### config.mk
export PLATFORM = sky130hd
export DESIGN_NAME = fifo_uart_tx
export DESIGN_NICKNAME = d
export VERILOG_FILES = /design/src/rtl/fifo_uart_tx.sv
export SDC_FILE = /design/constraint.sdc
export NUM_CORES = 1
export LEC_CHECK = 0
export ABC_CLOCK_PERIOD_IN_PS = 1800
export CORE_MARGIN = 2
export CORE_UTILIZATION = 35
export CTS_BUF_LIST = sky130_fd_sc_hd__clkbuf_4
export CTS_CLUSTER_DIAMETER = 60
export DETAILED_ROUTE_END_ITERATION = 6
export PLACE_DENSITY = 0.56
export SETUP_SLACK_MARGIN = 0.3
export SLEW_MARGIN = 10
export SYNTH_ARGS = -nofsm -noshare
export SYNTH_HDL_FRONTEND = slang
export SYNTH_SLANG_ARGS = --single-unit
### constraint.sdc
create_clock -name clk -period 1.8 [get_ports clk]
set_clock_uncertainty 0.15 [all_clocks]
set_input_delay 0.27 -clock clk [delete_from_list [all_inputs] [get_ports clk]]
set_output_delay 0.27 -clock clk [all_outputs]
set_load 0.005 [all_outputs]
### src/rtl/fifo_uart_tx.sv
// fifo_uart_tx: drains bytes from an upstream FIFO onto an 8N1 serial line,
// optionally prefixing every FRAME_LEN payload bytes with a HEADER sync byte.
// Ports:
//   clk, rst    - system clock, synchronous active-high reset
//   en          - transmit enable, only looked at between bytes
//   fifo_empty  - upstream FIFO empty flag
//   fifo_do     - upstream FIFO data, valid the cycle after fifo_re
//   fifo_re     - one-cycle read strobe per payload byte
//   uart_tx     - registered serial output, idle high, LSB first
//   busy        - high whenever a byte is in flight
//   tx_done     - pulse on the last cycle of every stop bit
module fifo_uart_tx #(
    parameter int         CLK_FREQ  = 24000000,
    parameter int         BAUD      = 115200,
    parameter int         FRAME_LEN = 64,
    parameter logic [7:0] HEADER    = 8'hA5,
    parameter int         HDR_EN    = 1
) (
    input  logic       clk,
    input  logic       rst,
    input  logic       en,
    input  logic       fifo_empty,
    input  logic [7:0] fifo_do,
    output logic       fifo_re,
    output logic       uart_tx,
    output logic       busy,
    output logic       tx_done
);

    localparam int CLKS_PER_BIT = CLK_FREQ / BAUD;
    localparam int TW = (CLKS_PER_BIT > 1) ? $clog2(CLKS_PER_BIT) : 1;
    localparam logic [TW-1:0] BIT_LAST = TW'(CLKS_PER_BIT - 1);
    localparam logic [15:0] PAY_LAST = 16'(FRAME_LEN - 1);
    localparam bit USE_HDR = (HDR_EN != 0);

    typedef enum logic [2:0] {
        IDLE,
        FETCH,
        LOAD,
        START,
        DATA,
        STOP
    } state_t;

    state_t      state;
    logic [TW-1:0] timer;
    logic [2:0]  bit_idx;
    logic [7:0]  shreg;
    logic [15:0] pay_cnt;
    logic        hdr_sent;
    logic        is_hdr;
    logic        bit_end;

    assign bit_end = (timer == BIT_LAST);

    assign fifo_re = (state == FETCH);
    assign busy    = (state != IDLE);
    assign tx_done = (state == STOP) && bit_end;

    always_ff @(posedge clk) begin
        if (rst) begin
            state    <= IDLE;
            uart_tx  <= 1'b1;
            timer    <= '0;
            bit_idx  <= '0;
            shreg    <= '0;
            pay_cnt  <= '0;
            hdr_sent <= 1'b0;
            is_hdr   <= 1'b0;
        end else begin
            unique case (state)
                IDLE: begin
                    uart_tx <= 1'b1;
                    // Header only goes out once a payload byte is waiting,
                    // so an empty FIFO never produces a dangling sync byte.
                    if (en && !fifo_empty) begin
                        if (USE_HDR && !hdr_sent) begin
                            shreg    <= HEADER;
                            hdr_sent <= 1'b1;
                            is_hdr   <= 1'b1;
                            uart_tx  <= 1'b0;
                            state    <= START;
                        end else begin
                            is_hdr <= 1'b0;
                            state  <= FETCH;
                        end
                    end
                end
                FETCH: begin
                    state <= LOAD;
                end
                LOAD: begin
                    shreg   <= fifo_do;
                    uart_tx <= 1'b0;
                    state   <= START;
                end
                START: begin
                    if (bit_end) begin
                        timer   <= '0;
                        bit_idx <= '0;
                        uart_tx <= shreg[0];
                        state   <= DATA;
                    end else begin
                        timer <= timer + 1'b1;
                    end
                end
                DATA: begin
                    if (bit_end) begin
                        timer <= '0;
                        // shreg[1] is the next bit once the shift lands
                        shreg <= {1'b0, shreg[7:1]};
                        if (bit_idx == 3'd7) begin
                            uart_tx <= 1'b1;
                            state   <= STOP;
                        end else begin
                            bit_idx <= bit_idx + 1'b1;
                            uart_tx <= shreg[1];
                        end
                    end else begin
                        timer <= timer + 1'b1;
                    end
                end
                STOP: begin
                    if (bit_end) begin
                        timer <= '0;
                        state <= IDLE;
                        if (!is_hdr) begin
                            if (pay_cnt == PAY_LAST) begin
                                pay_cnt  <= '0;
                                hdr_sent <= 1'b0;
                            end else begin
                                pay_cnt <= pay_cnt + 16'd1;
                            end
                        end
                    end else begin
                        timer <= timer + 1'b1;
                    end
                end
                default: begin
                    state   <= IDLE;
                    uart_tx <= 1'b1;
                end
            endcase
        end
    end

endmodule

After elaboration in Yosys (flattened, before gate mapping)
Index checks and enable logic that the tools add are counted.
{"block": "totals", "word_cells": 75, "register_bits": 41, "in_bits": 12}
{"block": "op_classes", "n_eq_ne": 17, "addsub": 3, "n_reduce_logical": 17, "bitwise": 2, "mux": 28}
{"operator": "$mux 8", "count": 4}
{"operator": "$pmux 8 s3", "count": 1}
{"operator": "$mux 3", "count": 7}
{"operator": "$pmux 3 s6", "count": 1}
{"operator": "$add 16x1->16 const B", "count": 1}
{"operator": "$eq 16x6->1 const B", "count": 1}
{"operator": "$mux 16", "count": 1}
{"operator": "$ne 2x2->1 const B", "count": 8}
{"operator": "$mux 1", "count": 10}
{"operator": "$reduce_and 5->1", "count": 2}
{"operator": "$eq 3x3->1 const B", "count": 3}
{"operator": "$add 8x1->8 const B", "count": 1}
{"operator": "$eq 8x8->1 const B", "count": 1}
{"operator": "$reduce_and 4->1", "count": 2}
{"operator": "$eq 3x2->1 const B", "count": 2}
{"operator": "$pmux 3 s2", "count": 1}
{"operator": "$reduce_and 3->1", "count": 2}
{"operator": "$reduce_bool 3->1", "count": 2}
{"operator": "$pmux 1 s5", "count": 1}
{"operator": "$reduce_bool 2->1", "count": 2}
{"operator": "$add 3x1->3 const B", "count": 1}
{"operator": "$eq 3x1->1 const B", "count": 1}
{"operator": "$logic_not 3->1", "count": 1}
{"operator": "$reduce_or 3->1", "count": 1}
{"operator": "8 further kinds", "count": 10}

Logic depth before layout (Yosys ltp)
Gate-level depths: netlist of the first run.
{"block": "depth", "depth_word": 5, "mapped_depth": 6, "depth_no_buf": 6}

Least setup slack after synthesis of the first run
No wires, ideal clock.
{"block": "synth_timing", "path_type": "register to register", "from": "reg bit_idx[0]", "to": "reg bit_idx[1]", "path_buffers": 0, "setup_slack_ps": -37, "setup_ps": 70, "arrival_ps": 1616, "stages_incl_launch_ff": 7, "synth_period_minus_slack_ps": 1837, "cell_sequence": "dfxtp_1 ha_1 ha_1 nor4b_1 o211ai_1 or4_1 a21oi_1"}
{"block": "synth_between", "elab_chain_len": 4, "word_cells_on_any_way": 7, "classes_between": "1 x add/sub; 2 x eq/ne; 3 x mux; 1 x reduce/logical"}
{"element": "start, declared", "line": "47", "text": "logic [2:0] bit_idx;"}
{"element": "start signal, assigned", "line": "116", "text": "bit_idx <= bit_idx + 1'b1;"}
{"element": "$add 3x1->3", "line": "116"}
{"element": "$mux 3", "line": "112", "text": "if (bit_idx == 3'd7) begin"}
{"element": "$mux 3", "line": "108", "text": "if (bit_end) begin"}
{"element": "$pmux 3 s2", "line": "71", "text": "unique case (state)"}
Several ways; a longest one is shown, not always the timed one. The select of a mux whose other input is x is not followed.
A chain may end at the register's enable or synchronous reset.

Final worst setup path of the first run
Same ends and word-level chain as after synthesis.

==> results.py, run 1 <==
metrics = {
    "run_status": {
        "status": "finished, violations left",
        "failed_checks": "negative setup slack",
    },
    "worst_setup_path": {
        "reg2reg_from": "bit_idx[0]$_SDFFE_PP0P_",
        "r2r_slack_ns": -0.07,
        "critPathMostFrequentCell": "ha_4",
        "cp_top_family": "simple AND/OR/NAND/NOR gates",
        "path_max_fanout": 6,
        "path_class": "flop to flop",
        "critical_path.max_stage_delay_ns": 0.47,
        "reg2reg_to": "bit_idx[1]$_SDFFE_PP0P_",
        "endpoint_kind": "flop",
        "crit_cells": 6,
        "path_cells": "ha_4, ha_4, nor4b_4, o211ai_1, or4_1, a21oi_2",
        "worstRegToRegCells": 6,
        "cp.buffers_inverters": 0,
        "cpMaxStageDelayCell": "or4_1",
        "start_kind": "flop",
        "cp_data_required_time_ns": 1.94,
        "cp.arrival_ns": 2.02,
    },
    "place": {
        "place_congestion": 0.763,
        "post-place-ws_ns": -0.132,
        "dpl_cell_area_sq_um": 2810,
        "dpl.hpwl_mm": 3.98,
        "io_buffer_count": 15,
        "dpl.cell_count": 373,
    },
    "timing": {
        "final-setup-viol-count": 11,
        "rsz0062_at_grt": "yes",
        "finalHoldViolCount": 0,
        "finalWorstSetupSlack_ns": -0.0738,
        "slew_headroom_pct": 71.3,
        "worstMarginPinSlew_ns": 0.429,
        "finalCritPeriodShare_pct": 104,
        "final.min_clock_period_ns": 1.87,
        "slew_viol_final": 0,
        "clock.fmax_mhz": 534,
        "finalHoldWorstSlack_ns": 0.331,
    },
    "synthesis": {
        "synth_edf_count": 0,
        "syn_area_per_cell_sq_um": 8.54,
        "netlist_top_cells_count": "dfxtp_1, a21oi_1, nand2_1, nor2_1, nand3_1",
        "synth_most_common_cell": "dfxtp_1",
        "yosysWarnings": 0,
        "synth_top_area_share_pct": 38.5,
        "synth.largest_area_cell": "dfxtp_1",
        "syn-cell-area_sq_um": 2130,
        "ys_ff_latch": 41,
        "ys_seq_area_share_pct": 38.5,
        "synth_nets": 266,
        "synth_cell_types": 55,
        "async_flop_share_pct": 0,
        "yosys-top-cells-area": "dfxtp_1, a21oi_1, nand2_1, a221oi_1, nor2_1",
        "synthCells": 250,
        "ys.flop_type": "dfxtp_1",
    },
    "pwr": {
        "p_per_area_nw_per_um2": 534,
        "leakage_nw": 1.34,
        "max-vdd-ir-drop_v": 0.000381,
    },
    "min_path": {
        "hold_start": "is_hdr$_SDFFE_PP0P_",
        "hp-class": "flop to flop",
        "min_to": "is_hdr$_SDFFE_PP0P_",
        "hold_depth": 2,
    },
    "route": {
        "dr.pass1.iters": 4,
        "drc": 0,
        "via_count": 2210,
        "drt.antenna.violating_nets": 0,
        "via_per_inst": 5.31,
        "initialDrtViolationCount": 96,
        "finalWirelength_mm": 6.54,
        "wire_per_inst_um": 15.7,
    },
    "clock_tree": {
        "clkTransAtPathRegs_ns": 0.13,
        "cts_sinks": 41,
        "htree_levels": 2,
        "cts_tree": "done",
        "cts_buffers": 5,
        "root_buffer": "clkbuf_4",
        "clock_path_buffers": 2,
        "insertion_delay_ns": 0.36,
    },
    "floorplanning": {
        "dieArea_sq_um": 6740,
        "dieHeight_um": 82.1,
        "die_w_um": 82.1,
        "coreArea_sq_um": 5920,
        "rows": 28,
        "ioPinCount": 16,
        "start_util_pct": 36.1,
    },
    "final_layout": {
        "layoutNonFillerInstCount": 416,
        "fin_util_pct": 61.7,
        "final_cell_area_sq_um": 3660,
        "drive_gt1_share_pct": 56.0,
        "n_antenna_cell": 0,
        "area_delta_synth_final_pct": 71.3,
        "nets": 357,
    },
    "global_route": {
        "grt_first_pass_wirelength_mm": 10.0,
        "antenna_found_initial": 0,
        "grtUsageTotal_pct": 19.7,
        "grt_pass1_vias": 2066,
        "gr-total-overflow": 0,
        "grt_max_degree": 32,
    },
    "flow_run": {
        "cap_viol_max_count": 0,
    },
}
-- worst register-to-register path: stages (launching register included) --
cell and delay, ns:
dfxtp_2 0.36, ha_4 0.16, ha_4 0.16, nor4b_4 0.19, o211ai_1 0.20, or4_1 0.47, a21oi_2 0.13
-- stage by stage --
stage / power, mW / setup TNS, ns
global placement: 1.26 / -0.625
global route: 2.04 / -1.54
finish: 1.95 / -0.394
floorplan: 1.14 / 0
CTS: 1.93 / -0.321
detailed placement: 1.26 / -1.28
-- state kept, by name, indices dropped and copies added, names as in the netlist --
signal / cells
state: 3
pay_cnt: 16
timer: 8
uart_tx: 1
hdr_sent: 1
shreg: 8
is_hdr: 1
bit_idx: 3
-- what timing repair did --
item / 4_1_cts / 5_1_grt
endpoints found under the setup margin: 44 / 43
gates resized for setup: 90 / 45
buffers inserted: 20 / 15
hold buffers: 0 / 0
gates cloned: 1 / 0
pin swaps: 32 / 32
-- layout by cell type (no fill, tap or decap), drive strengths merged, types with 6 or more instances in the layout --
master / count
buf: 84
inv: 9
nand2: 19
or4: 6
nand3: 13
o21ai: 12
xnor2: 7
a221oi: 8
nor2: 18
clkdlybuf4s50: 11
nor2b: 6
nand4: 7
a21oi: 24
or3: 12
dfxtp: 41
-- how the worst max path moves through the flow --
stage	from	endpoint	slack (ns)
after floorplan	bit_idx[0]$_SDFFE_PP0P_	bit_idx[1]$_SDFFE_PP0P_	0.0007
after global placement	en	shreg[2]$_SDFFE_PP0P_	-0.08
after detailed placement	en	shreg[7]$_SDFFE_PP0P_	-0.13
after CTS	bit_idx[0]$_SDFFE_PP0P_	bit_idx[1]$_SDFFE_PP0P_	-0.08
after global routing	bit_idx[1]$_SDFFE_PP0P_	bit_idx[1]$_SDFFE_PP0P_	-0.23
final	bit_idx[0]$_SDFFE_PP0P_	bit_idx[1]$_SDFFE_PP0P_	-0.07
-- area by class of cell --
cell class	count	area, sq um
fill	488	2260
multi-input combinational	188	1710
timing repair buffer	96	895
sequential	41	848
tap	75	93.8
clock buffer	5	37.5
clock inverter	2	35.0
inverter	9	33.8
-- metal layers --
metal	share of wire (%)	routed length, um	global-route usage [%]	up-vias
li1	-	-	-	1119
met1	48	3160	26.9	1056
met2	48	3160	32.0	31
met3	2.5	164	3.26	4
met4	0.90	59	5.50	0
met5	0	0	0	-
-- cell families after synthesis --
| kind of cell | share of synthesized area (%) |
|---|---|
| and+or+nand+nor | 28.8 |
| AOI/OAI and AO/OA | 20.3 |
| DFF | 38.5 |
| buffers and inverters | 4.28 |
| xor gates and xnor gates | 3.69 |
| muxes | 2.05 |
| adders and majority gates | 2.34 |
-- power by group --
group	internal [mW]	total (mW)	leakage (nW)	switching (mW)
combinational	0.212	0.372	0.962	0.159
sequential	0.946	0.979	0.342	0.0325
clock	0.283	0.603	0.0410	0.320
(Power assumes the default switching activity.)
==> inputs of run 2 (changes only) <==
--- a/config.mk
+++ b/config.mk
@@ -5,8 +5,9 @@
 export SDC_FILE = /design/constraint.sdc
 export NUM_CORES = 1
 export LEC_CHECK = 0
+export ABC_AREA = 1
 export ABC_CLOCK_PERIOD_IN_PS = 1800
-export CORE_MARGIN = 2
+export CORE_MARGIN = 4
 export CORE_UTILIZATION = 35
 export CTS_BUF_LIST = sky130_fd_sc_hd__clkbuf_4
 export CTS_CLUSTER_DIAMETER = 60
==> results.py, run 2 <==
metrics = {
    "run_status": {
        "status": "finished, final reports clean",
    },
    "global_route": {
        "grtUsageTotal_pct": 15.8,
        "gr-total-overflow": 0,
        "antenna_found_initial": 0,
        "grt_first_pass_wirelength_mm": 10.9,
        "grt_max_degree": 20,
        "grt_pass1_vias": 2506,
    },
    "floorplanning": {
        "rows": 29,
        "start_util_pct": 36.8,
        "coreArea_sq_um": 6490,
        "ioPinCount": 16,
        "dieHeight_um": 90.7,
        "dieArea_sq_um": 8220,
        "die_w_um": 90.7,
    },
    "place": {
        "place_congestion": 0.830,
        "io_buffer_count": 15,
        "dpl_cell_area_sq_um": 2810,
        "dpl.hpwl_mm": 4.36,
        "post-place-ws_ns": 0.0336,
    },
    "clock_tree": {
        "insertion_delay_ns": 0.35,
        "root_buffer": "clkbuf_4",
        "cts_tree": "done",
        "clkTransAtPathRegs_ns": 0.12,
        "hold_buffers": 0,
        "cts_buffers": 5,
        "clock_path_buffers": 2,
        "cts_sinks": 41,
        "htree_levels": 2,
    },
    "route": {
        "drc": 0,
        "drt.antenna.violating_nets": 0,
        "via_count": 2676,
        "wire_per_inst_um": 12.4,
        "finalWirelength_mm": 6.67,
        "dr.pass1.iters": 4,
        "via_per_inst": 4.99,
        "initialDrtViolationCount": 99,
    },
    "synthesis": {
        "synth_cell_types": 24,
        "yosys-top-cells-area": "dfxtp_1, nand2_1, nor2_1, nand3_1, inv_1",
        "ys_ff_latch": 41,
        "netlist_top_cells_count": "nand2_1, nor2_1, dfxtp_1, inv_1, nand3_1",
        "synth.largest_area_cell": "dfxtp_1",
        "ys_seq_area_share_pct": 34.3,
        "synthCells": 393,
        "syn_area_per_cell_sq_um": 6.08,
        "ys.flop_type": "dfxtp_1",
        "synth_edf_count": 0,
        "async_flop_share_pct": 0,
        "synth_nets": 409,
        "synth_top_area_share_pct": 34.3,
        "yosysWarnings": 0,
        "synth_most_common_cell": "nand2_1",
        "syn-cell-area_sq_um": 2390,
    },
    "worst_setup_path": {
        "cpMaxStageDelayCell": "dfxtp_2",
        "r2r_slack_ns": 0.12,
        "cp.buffers_inverters": 2,
        "path_cells": "ha_4, nand3_4, inv_2, nand2_2, nor2_2, buf_2",
        "critical_path.max_stage_delay_ns": 0.38,
        "path_class": "flop to output port",
        "cp.arrival_ns": 1.27,
        "endpoint_kind": "output port",
        "cp_top_family": "flip-flops",
        "start_kind": "flop",
        "path_max_fanout": 2,
        "cp_data_required_time_ns": 1.38,
    },
    "timing": {
        "clock.fmax_mhz": 591,
        "finalCritPeriodShare_pct": 94.1,
        "rsz0062_at_grt": "yes",
        "final-setup-viol-count": 0,
        "finalHoldWorstSlack_ns": 0.335,
        "fin_setup_tns_ns": 0,
        "worstMarginPinSlew_ns": 0.309,
        "slew_headroom_pct": 79.4,
        "finalWorstSetupSlack_ns": 0.107,
        "finalHoldViolCount": 0,
        "final.min_clock_period_ns": 1.69,
        "slew_viol_final": 0,
    },
    "final_layout": {
        "nets": 475,
        "fin_util_pct": 53.6,
        "largest_reg_flops": 16,
        "fillers": 631,
        "register_area_sq_um": 833,
        "n_antenna_cell": 0,
        "top_register": "pay_cnt",
        "mostFrequentLayoutCells": "nand2_1, nor2_1, inv_1, dfxtp_1, buf_4",
        "final_common_cell": "nand2_1",
        "drive_gt1_share_pct": 32.7,
        "largestRegisters": "pay_cnt x16, shreg x8, timer x8",
        "multiInputGateArea_sq_um": 1720,
        "area_delta_synth_final_pct": 45.6,
        "final_cell_area_sq_um": 3480,
    },
    "flow_run": {
        "cap_viol_max_count": 0,
    },
    "pwr": {
        "max-vdd-ir-drop_v": 0.000858,
        "leakage_nw": 1.44,
        "p_per_area_nw_per_um2": 1020,
    },
    "min_path": {
        "hp-class": "flop to flop",
    },
}
## run 2: changes by cell type in the layout (fill, tap and decap cells not counted), moves of 9 or more
cell and delta:
dfxtp_1 +10, nand3_1 +19, buf_4 -18, buf_6 -10
inv_1 +24, nand2_1 +79, dfxtp_2 -9, nor2_1 +45
nand2_2 +12, inv_2 +9
## run 2: layer usage
layer	track usage, %	routed length (um)	up-vias
met5	0	0	-
met4	5.10	133	0
met3	3.00	196	15
met2	26.7	3230	48
met1	20.0	3120	1228
li1	-	-	1385
## run 2: final timing paths
path,start,end,depth (start not counted)
setup / recovery,timer[1]$_SDFFE_PP0P_,tx_done,6
hold reg to reg,bit_idx[1]$_SDFFE_PP0P_,bit_idx[1]$_SDFFE_PP0P_,2
setup reg to reg,timer[1]$_SDFFE_PP0P_,state[1]$_SDFFE_PP0P_,11
hold / removal,bit_idx[1]$_SDFFE_PP0P_,bit_idx[1]$_SDFFE_PP0P_,2
## run 2: kinds of logic (layout without fill, tap and decap cells)
logic type	after synthesis	after routing	share of synthesized area (%)
AOI/OAI and AO/OA	46	46	9.79
xor gates and xnor gates	2	2	0.733
adders and majority gates	4	4	2.09
buffers and inverters	54	119	9.11
DFF	41	41	34.3
and+or+nand+nor	246	247	44.0
## run 2: report_power, final
part	total (mW)	switching (mW)	internal [mW]
Sequential	1.17	0.101	1.07
Combinational	1.91	1.06	0.843
Clock	0.457	0.300	0.157
Total	3.53	1.46	2.07
## run 2: final cells by class
type / instances / area share [%]
sequential: 41 / 23.9
multi-input combinational: 299 / 49.4
clock buffer: 6 / 1.29
tap: 77 / 2.77
clock inverter: 1 / 0.108
inverter: 46 / 5.54
timing repair buffer: 66 / 17.0
## run 2: per-stage QoR
step | total power, mW | std cells
detailed placement | 2.28 | 503
global placement | 2.27 | 503
finish | 3.53 | 536
CTS | 3.12 | 524
floorplan | 1.89 | 393
global route | 3.81 | 536
## run 2: what timing repair did
| item | 4_1_cts | 5_1_grt |
|---|---|---|
| hold endpoints to repair | 0 | 0 |
| resized for setup | 69 | 77 |
| pin swaps | 12 | 27 |
| endpoints found under the setup margin | 42 | 44 |
| gates cloned | 2 | 0 |
| buffers inserted | 12 | 12 |
## run 2: worst min-delay path, delay by kind of cell, from the launching register on
family	cells	cell delay, ns
AO/OA/AOI/OAI	1	0.04
AND/OR/NAND/NOR	1	0.07
flip-flops	1	0.34
